[src/rtl/alu_pkg.sv]
// Shared types for the ALU operand-loading sequencer: state codes and
// a helper that identifies the states in which the idle timer runs.
package alu_pkg;

    typedef enum logic [1:0] {
        LOAD_A  = 2'd0,
        LOAD_B  = 2'd1,
        LOAD_OP = 2'd2,
        SHOW    = 2'd3
    } alu_state_t;

    // A partial load is only "in progress" once operand A has been taken.
    function automatic logic is_partial_load(input alu_state_t s);
        return (s == LOAD_B) || (s == LOAD_OP);
    endfunction

endpackage

[src/rtl/btn_sync_edge.sv]
// Two-flop synchroniser for the raw push-button plus rising-edge detector.
// All flops reset high so a button held through reset release never
// produces a press.
module btn_sync_edge (
    input  logic clock,
    input  logic reset,
    input  logic i_btn,
    output logic o_press
);

    logic r_s1;
    logic r_s2;
    logic r_s2_prev;

    // Synchronise the button and keep one cycle of history for edge detection.
    always_ff @(posedge clock) begin
        if (reset) begin
            r_s1      <= 1'b1;
            r_s2      <= 1'b1;
            r_s2_prev <= 1'b1;
        end else begin
            r_s1      <= i_btn;
            r_s2      <= r_s1;
            r_s2_prev <= r_s2;
        end
    end

    assign o_press = r_s2 & ~r_s2_prev;

endmodule

[src/rtl/alu_seq_ctrl.sv]
// Button-driven sequencer that loads operand A, operand B and the opcode
// from a shared switch bus into external registers, then shows the result.
// Optional idle timeout on partial loads: define ALU_CTRL_TIMEOUT_EN.
//
// state   | meaning
// LOAD_A  | waiting for press to capture operand A
// LOAD_B  | waiting for press to capture operand B
// LOAD_OP | waiting for press to capture the opcode
// SHOW    | operands complete, ALU result valid; press clears and restarts
module alu_seq_ctrl
    import alu_pkg::*;
#(
    parameter int WIDTH          = 5,
    parameter int TIMEOUT_CYCLES = 50000000
) (
    input  logic             clock,
    input  logic             reset,
    input  logic             btn_next,
    input  logic             cancel,
    input  logic [WIDTH-1:0] data_in,
    output logic [WIDTH-1:0] reg_d,
    output logic             load_a,
    output logic             load_b,
    output logic             load_op,
    output logic             clr_o,
    output logic [1:0]       state_o,
    output logic             result_valid,
    output logic             timeout_o
);

    alu_state_t       r_state;
    alu_state_t       w_next_state;
    logic [WIDTH-1:0] r_reg_d;
    logic             r_load_a;
    logic             r_load_b;
    logic             r_load_op;
    logic             r_clr;
    logic             w_load_a;
    logic             w_load_b;
    logic             w_load_op;
    logic             w_clr;
    logic             w_press;
    logic             w_timeout_hit;

    btn_sync_edge u_btn_sync_edge (
        .clock   (clock),
        .reset   (reset),
        .i_btn   (btn_next),
        .o_press (w_press)
    );

`ifdef ALU_CTRL_TIMEOUT_EN
    localparam int CNT_W = (TIMEOUT_CYCLES > 1) ? $clog2(TIMEOUT_CYCLES) : 1;
    localparam logic [CNT_W-1:0] CNT_LAST = CNT_W'(TIMEOUT_CYCLES - 1);

    logic [CNT_W-1:0] r_idle_cnt;
    logic             r_timeout;
    logic             w_idle_state;

    assign w_idle_state  = is_partial_load(r_state);
    assign w_timeout_hit = w_idle_state && (r_idle_cnt == CNT_LAST);

    // Idle counter: runs only during a partial load, restarts on any activity.
    always_ff @(posedge clock) begin
        if (reset) begin
            r_idle_cnt <= '0;
        end else if (!w_idle_state || w_press || (w_next_state != r_state)) begin
            r_idle_cnt <= '0;
        end else begin
            r_idle_cnt <= r_idle_cnt + 1'b1;
        end
    end

    // Timeout pulse; cancel in the same cycle wins, so no pulse then.
    always_ff @(posedge clock) begin
        if (reset) begin
            r_timeout <= 1'b0;
        end else begin
            r_timeout <= w_timeout_hit && !cancel;
        end
    end

    assign timeout_o = r_timeout;
`else
    assign w_timeout_hit = 1'b0;
    assign timeout_o     = 1'b0;
`endif

    // Next-state and strobe decode: cancel beats timeout beats press.
    always_comb begin
        w_next_state = r_state;
        w_load_a     = 1'b0;
        w_load_b     = 1'b0;
        w_load_op    = 1'b0;
        w_clr        = 1'b0;
        if (cancel) begin
            w_next_state = LOAD_A;
            w_clr        = 1'b1;
        end else if (w_timeout_hit) begin
            w_next_state = LOAD_A;
            w_clr        = 1'b1;
        end else if (w_press) begin
            case (r_state)
                LOAD_A: begin
                    w_next_state = LOAD_B;
                    w_load_a     = 1'b1;
                end
                LOAD_B: begin
                    w_next_state = LOAD_OP;
                    w_load_b     = 1'b1;
                end
                LOAD_OP: begin
                    w_next_state = SHOW;
                    w_load_op    = 1'b1;
                end
                SHOW: begin
                    w_next_state = LOAD_A;
                    w_clr        = 1'b1;
                end
                default: begin
                    w_next_state = LOAD_A;
                end
            endcase
        end
    end

    // State register.
    always_ff @(posedge clock) begin
        if (reset) begin
            r_state <= LOAD_A;
        end else begin
            r_state <= w_next_state;
        end
    end

    // Registered strobes and data; reg_d only moves on a load edge.
    always_ff @(posedge clock) begin
        if (reset) begin
            r_reg_d   <= '0;
            r_load_a  <= 1'b0;
            r_load_b  <= 1'b0;
            r_load_op <= 1'b0;
            r_clr     <= 1'b0;
        end else begin
            r_load_a  <= w_load_a;
            r_load_b  <= w_load_b;
            r_load_op <= w_load_op;
            r_clr     <= w_clr;
            if (w_load_a || w_load_b || w_load_op) begin
                r_reg_d <= data_in;
            end
        end
    end

    assign reg_d        = r_reg_d;
    assign load_a       = r_load_a;
    assign load_b       = r_load_b;
    assign load_op      = r_load_op;
    assign clr_o        = r_clr;
    assign state_o      = r_state;
    assign result_valid = (r_state == SHOW);

endmodule

[config.mk]
export PLATFORM = sky130hd
export DESIGN_NAME = alu_seq_ctrl
export DESIGN_NICKNAME = d
export VERILOG_FILES = /design/src/rtl/alu_pkg.sv /design/src/rtl/btn_sync_edge.sv /design/src/rtl/alu_seq_ctrl.sv
export SDC_FILE = /design/constraint.sdc
export NUM_CORES = 1
export LEC_CHECK = 0
export ABC_AREA = 1
export CAP_MARGIN = 15
export CORE_MARGIN = 5
export CORE_UTILIZATION = 25
export CTS_CLUSTER_DIAMETER = 50
export DETAILED_ROUTE_END_ITERATION = 7
export PLACE_DENSITY_LB_ADDON = 0.3
export SKIP_LAST_GASP = 1
export SYNTH_ARGS = -nofsm -noshare
export SYNTH_HDL_FRONTEND = slang
export SYNTH_SLANG_ARGS = --single-unit
[constraint.sdc]
create_clock -name clock -period 1.05 [get_ports clock]
set_input_delay 0.21 -clock clock [delete_from_list [all_inputs] [get_ports clock]]
set_output_delay 0.21 -clock clock [all_outputs]
set_load 0.02 [all_outputs]
Yosys cells after proc, flatten, opt, wreduce, memory -nomap -nowiden
Cells that the tools add are included.
- reductions and logical operators: 4
- bitwise operators: 2
- muxes and demuxes: 13
- equality and inequality tests: 3
- operators with widths (kind ; count):
    two-way mux 1 bit ; 12
    one-hot mux 2 bit (4 select lines) ; 1
    == test 2 bit, second input constant ; 2
    == test 2 x 1 -> 1 bit, second input constant ; 1
    logical NOT 2 bit ; 1
    logical OR 1 bit ; 2
    OR reduction 2 bit ; 1
    bitwise AND 1 bit ; 1
    NOT 1 bit ; 1
- register bits: 14
- output and inout bits: 13
- word-level logic and storage cells: 31

Logic depth before layout (Yosys ltp)
Gate-level depths: netlist (run 1).
- depth in word-level cells: 6
- mapped depth: 10

Modules after synthesis
Synthesis (run 1) repeated with hierarchy kept, for this count alone.
- cells, all modules: 76
- area total of the unflattened synthesis: 595.6 µm²
- modules (own cells, without submodules) (module ; area each (µm²) ; instances ; seq. area each (µm²) ; cells each):
    alu_seq_ctrl ; 503.0 ; 1 ; 220.2 ; 65
    btn_sync_edge ; 92.6 ; 1 ; 60.1 ; 11

Worst setup path before layout (run 1)
Ideal clock, no wire load.
- path kind: register to register
- from: register r_state[0] (netlist: state_o[0])
- to: register r_reg_d[0] (netlist: reg_d[0])
- path slack: -0.287 ns
- required time: 0.937 ns
- stages on the path, launching flop included: 11
- arrival: 1.225 ns
- setup time: 0.113 ns
- clock period less this slack: 1.337 ns
- cell sequence: dfxtp_1 > inv_1 > ha_1 > inv_1 > nand2_1 > nand2_2 > nand2_2 > nand2_4 > nand2_1 > nand2_1 > nor2_1
- longest elaborated chain between the ends: 6
- elaborated cells between the ends (all ways): 14
- ends and longest elaborated chain (what ; line ; RTL):
    start, declared ; alu_seq_ctrl.sv:31 ; alu_state_t r_state;
    start signal, assigned ; alu_seq_ctrl.sv:132 ; r_state <= w_next_state;
    == test 2 x 1 -> 1 bit / logical NOT 2 bit (equally long branches) ; alu_seq_ctrl.sv:103 ; case (r_state)
    two-way mux 1 bit ; alu_seq_ctrl.sv:103 ;
    two-way mux 1 bit ; alu_seq_ctrl.sv:102 ; end else if (w_press) begin
    two-way mux 1 bit ; alu_seq_ctrl.sv:96 ; if (cancel) begin
    logical OR 1 bit ; alu_seq_ctrl.sv:149 ; if (w_load_a || w_load_b || w_load_op) begin
    logical OR 1 bit (*) ; alu_seq_ctrl.sv:149 ;
    end signal, assigned ; alu_seq_ctrl.sv:150 ; r_reg_d <= data_in;
    end, declared ; alu_seq_ctrl.sv:33 ; logic [WIDTH-1:0] r_reg_d;
Every way passes the cells marked *; elsewhere a longest branch is shown, timed or not.
A chain may end at the register's enable or synchronous reset.

Worst setup path after layout (run 1)
- from: register r_state[1] (netlist: state_o[1])
- to: register r_reg_d[1] (netlist: reg_d[1])
The elaborated chain is that of the path after synthesis.

==> results of run 1 <==
repair_timing:
action                                  in CTS  in global routing
cloned                                       1                  0
pin swaps                                    9                  8
gates resized for setup                     58                 19
buffers inserted                             2                  4
endpoints found under the setup margin      22                 16
worst register-to-register path: stages, from the launching register on:
cell	delay, ps
dfxtp_4	360
buf_6	130
inv_8	60
ha_4	120
nand3b_1	150
nand2_4	150
nand2_4	70
nand2_2	60
nand2_1	40
nor2_1	100
synth_stat cells (all sizes together):
| cell type | n |
|---|---|
| nor2 | 14 |
| a21oi | 2 |
| nor3 | 2 |
| a211oi | 1 |
| buf | 1 |
| nand3b | 1 |
| dfxtp | 14 |
| inv | 13 |
| conb | 1 |
| nand2 | 17 |
| ha | 4 |
| clkinv | 1 |
| or2 | 2 |
area by class of cell:
class | instances | area, µm² | area share [%]
Sequential cell | 14 | 287.8 | 27.85
Timing Repair Buffer | 31 | 254.0 | 24.58
Inverter | 14 | 72.57 | 7.022
Multi-Input combinational cell | 45 | 347.8 | 33.66
Clock buffer | 4 | 36.28 | 3.511
Tap cell | 28 | 35.03 | 3.390
sequential cells by signal (all words and copies together) (netlist names):
| signal | flops |
|---|---|
| u_btn_sync_edge.r_s2 | 1 |
| load_b | 1 |
| reg_d | 5 |
| clr_o | 1 |
| state_o | 2 |
| load_op | 1 |
| u_btn_sync_edge.r_s2_prev | 1 |
| load_a | 1 |
| u_btn_sync_edge.r_s1 | 1 |
worst max path at each step:
stage	from	end	slack (ps)
after global placement	state_o[0]	result_valid	-240
after global routing	state_o[1]	reg_d[1]	-330
after CTS	state_o[0]	reg_d[2]	-220
final	state_o[1]	reg_d[1]	-230
after floorplan	state_o[1]	reg_d[0]	-100
after detailed placement	state_o[0]	result_valid	-250
cell families after synthesis:
group	share of synthesized area [%]
AOI/OAI and AO/OA	3.031
adders and majority gates	8.658
buffers and inverters	10.39
DFF	48.49
other	0.6487
and+or+nand+nor	28.79
metrics by stage:
step / cells / setup TNS, ps
floorplan: 73 / -469.7
detailed placement: 127 / -2936
finish: 136 / -1782
CTS: 133 / -1767
global route: 136 / -2547
global placement: 127 / -2640
layer usage:
layer	GRT usage, %	wire length (µm)	up-vias
met5	0	0	-
met4	6.954	43	0
met3	2.895	72	5
met2	17.26	833	10
met1	8.921	527	253
li1	-	-	282
power groups by stage:
stage | combinational [mW] | clock, mW | sequential, mW
floorplan | 0.0401 | 0 | 0.566
global placement | 0.107 | 0 | 0.556
detailed placement | 0.108 | 0 | 0.556
CTS | 0.115 | 0.423 | 0.544
global route | 0.134 | 0.451 | 0.546
finish | 0.124 | 0.413 | 0.544
==> impl_metrics.toml, run 1 <==
[route]
first_iter_violations = 2
dr.pass1.iters = 3
drc = 0
drt.antenna.violating_nets = 0
wl_per_cell_um = 10.86
vias = 550
totalWireLength_mm = 1.477
drt-vias-per-instance = 4.044

[clocking]
clkLatencyLatePin_ps = 300
cts.reportedPaths.clkPinSlew_ps = 90
cts.hold.buffers_added = 0
htree_levels = 1
clock_path_buffers = 2
clock_sinks = 14
numCtsBuffers = 3
cts_tree = "built"
root_buffer = "clkbuf_4"

[hold_path]
min-delay-start = "u_btn_sync_edge.r_s1"
min_to = "u_btn_sync_edge.r_s2"
holdPathStages = 1
min_path_type = "reg -> reg"

[flow_run]
drv_cap = 0

[place]
postPlaceCellArea_um2 = 897.1
portBuffers = 20
place_ws_ps = -254.4
dp_hpwl_um = 969
gp_congestion = 0.6603

[yosys]
synth_seq_cells = 14
avgSynthCellArea_um2 = 7.919
ys_warn_count = 0
yosysTopAreaCellShare_pct = 48.48
yosysTopAreaCell = "dfxtp_1"
synthTopCellsByArea = "dfxtp_1, nand2_1, ha_1"
synth_area_um2 = 578.1
syn-num-nets = 86
netlist_instances = 73
post_synth_num_cell_types = 17
ys_seq_area_share_pct = 48.48

[worst_setup_path]
cp_common_cell = "nand2_4"
reg2reg_from = "state_o[1]"
crit_path_end_kind = "flip-flop"
cp_cell_sequence = "buf_6 -> inv_8 -> ha_4 -> nand3b_1 -> nand2_4 -> nand2_4 -> nand2_2 -> nand2_1 -> nor2_1"
slowest_delay_ps = 360
cp.buffers_inverters = 2
critPathTopFamily = "simple AND/OR/NAND/NOR gates"
required_ps = 1290
cp-start-kind = "flip-flop"
reg2reg_setup_slack_ps = -230
slowest_stage = "dfxtp_4"
worstSetupPathType = "reg -> reg"
path_depth = 9
arrival_ps = 1520
reg2regPathDepth = 9
r2r_end = "reg_d[1]"
path_max_fanout = 5

[final_layout]
n_fill_cell = 231
syn2layout_area_growth_pct = 78.79
utilization_pct = 46.72
layout_common_cells = "dfxtp_1, buf_4, nand2_1"
drive_above_1_share_pct = 50.00
postLayoutCellArea_um2 = 1033
antenna_cells = 0
nNetsFinal = 122

[timing]
hold_viol = 0
finalCritPeriodShare_pct = 121.8
hold_ws_ps = 416.1
rsz0062_at_grt = "yes"
setup_slack_ps = -228.6
final.setup_skew_ps = 3.157
period_needed_ps = 1279
drv_slew = 0
finalSetupViolCount = 12
timing.fmax_ghz = 0.7821

[run_status]
status = "finished, violations left"
violations = "setup timing"

[power]
ir_worst_vdd_uv = 676.4
p_leak_nw = 0.4868
p_sw_mw = 0.2693
combPwrFrac_pct = 11.5
power_density_nw_per_um2 = 1046
p_total_mw = 1.081
p_sw_share_pct = 24.91
p_seq_share_pct = 50.3
p_int_mw = 0.8119
p_clk_share_pct = 38.2

[floorplan]
start_util_pct = 26.13
rows = 17
die_w_um = 58.09
coreArea_um2 = 2212
dieArea_um2 = 3374
ios = 22
die_y_um = 58.09

[grt]
grt_max_degree = 9
grt_pass1_vias = 538
track_usage_pct = 9.519
grt_first_pass_wirelength_mm = 2.359
grt.overflow.total = 0
antenna_found_initial = 0
No activity file was read; power rests on OpenSTA's default activity.
==> inputs of run 2 (changes only) <==
--- a/config.mk
+++ b/config.mk
@@ -8,10 +8,11 @@
 export ABC_AREA = 1
 export CAP_MARGIN = 15
 export CORE_MARGIN = 5
-export CORE_UTILIZATION = 25
+export CORE_UTILIZATION = 37
 export CTS_CLUSTER_DIAMETER = 50
 export DETAILED_ROUTE_END_ITERATION = 7
 export PLACE_DENSITY_LB_ADDON = 0.3
+export REMOVE_ABC_BUFFERS = 1
 export SKIP_LAST_GASP = 1
 export SYNTH_ARGS = -nofsm -noshare
 export SYNTH_HDL_FRONTEND = slang
==> impl_metrics.toml, run 2 (synthesized netlist as in run 1, its figures left out) <==
[run_status]
status = "finished, violations left"
violations = "setup timing"

[timing]
rsz0062_at_grt = "yes"
timing.fmax_ghz = 0.7716
drv_slew = 0
final.setup_skew_ps = 5.295
hold_ws_ps = 421.7
period_needed_ps = 1296
finalSetupViolCount = 10
finalCritPeriodShare_pct = 123.4
fin_setup_tns_ps = -1937
setup_slack_ps = -246.0
hold_viol = 0

[clocking]
clock_path_buffers = 2
htree_levels = 1
clkLatencyLatePin_ps = 290
cts_tree = "built"
numCtsBuffers = 3
cts.hold.buffers_added = 0
root_buffer = "clkbuf_4"
clock_sinks = 14
cts.reportedPaths.clkPinSlew_ps = 90

[final_layout]
syn2layout_area_growth_pct = 72.29
postLayoutCellArea_um2 = 996.0
layoutNonFillerInstCount = 124
nNetsFinal = 122
largest_reg_flops = 5
n_fill_cell = 112
drive_above_1_share_pct = 50.93
antenna_cells = 0
layout_commonest_cell = "dfxtp_1"
layout_common_cells = "dfxtp_1, nor2_1, buf_2"

[grt]
grt_pass1_vias = 514
antenna_found_initial = 0
grt_first_pass_wirelength_mm = 2.235
track_usage_pct = 11.70
grt_max_degree = 9
grt.overflow.total = 0

[worst_setup_path]
required_ps = 1280
cp-start-kind = "flip-flop"
worstSetupPathType = "reg -> reg"
arrival_ps = 1530
cp_cell_sequence = "buf_6 -> inv_8 -> ha_4 -> nand3b_1 -> nand2_4 -> nand2_4 -> nand2_2 -> nand2_1 -> nor2_1"
path_max_fanout = 5
reg2regPathDepth = 9
crit_path_end_kind = "flip-flop"
slowest_delay_ps = 330
slowest_stage = "dfxtp_2"
cp_common_cell = "nand2_4"

[place]
portBuffers = 20
dp_cells = 115
gp_congestion = 0.6969
dp_hpwl_um = 887.3
postPlaceCellArea_um2 = 843.3

[route]
drt-vias-per-instance = 4.476
wl_per_cell_um = 11.82
first_iter_violations = 10
drt.antenna.violating_nets = 0
vias = 555
totalWireLength_mm = 1.466
drc = 0
dr.pass1.iters = 5

[power]
ir_worst_vdd_uv = 662.8
p_total_mw = 1.069
power_density_nw_per_um2 = 1074
p_leak_nw = 0.4896

[flow_run]
drv_cap = 0

[hold_path]
holdPathStages = 1
min_path_type = "reg -> reg"

[floorplan]
start_util_pct = 38.82
ios = 22
die_y_um = 49.53
rows = 14
die_w_um = 49.53
dieArea_um2 = 2453
coreArea_um2 = 1489
-- run 2: cell counts in the layout (fill, tap and decap cells not counted) --
Identical to the previous run, type by type.
-- run 2: critical path: cells and delay by family (launching register included) --
| family | cells | cell delay [ps] |
|---|---|---|
| AND/OR/NAND/NOR | 6 | 590 |
| buffers and inverters | 2 | 190 |
| adder cells (fa/ha/maj) | 1 | 120 |
| flip-flops | 1 | 330 |
-- run 2: final cells by class --
class | instances | area (µm²) | area share [%]
well taps | 16 | 20.02 | 2.010
repair buffers | 31 | 244.0 | 24.50
inverters | 14 | 70.07 | 7.035
multi-input cells | 45 | 340.3 | 34.17
clock buffers | 4 | 36.28 | 3.643
flip-flops and latches | 14 | 285.3 | 28.64
-- run 2: worst paths after layout --
| kind | from | to | slack (ps) |
|---|---|---|---|
| worst max-delay path | state_o[1] | reg_d[3] | -250 |
| worst min-delay path | u_btn_sync_edge.r_s1 | u_btn_sync_edge.r_s2 | 420 |
| worst max register to register | state_o[1] | reg_d[3] | -250 |
| worst min register to register | u_btn_sync_edge.r_s1 | u_btn_sync_edge.r_s2 | 420 |
-- run 2: repair_timing --
action | CTS | global route
pin swaps | 15 | 10
endpoints found under the setup margin | 22 | 12
gates resized for setup | 74 | 11
cloned | 1 | 0
buffers inserted | 3 | 4
-- run 2: per-stage QoR --
step	setup WS [ps]	utilization, %
floorplan	-287.5	-
global placement	-275.5	56.64
detailed placement	-317.3	56.64
CTS	-223.9	63.61
global route	-322.6	66.89
finish	-246.0	66.89
-- run 2: layer usage --
metal	track usage (%)	part of all wire (%)	vias to the layer above
met5	0	0	-
met4	5.240	1.5	0
met2	19.70	50	12
li1	-	-	282
met1	13.52	42	256
met3	3.313	6.1	5
-- run 2: power breakdown --
group          switching [mW]  internal, mW
registers             0.00581         0.540
logic                  0.0626        0.0597
clock network           0.189         0.212
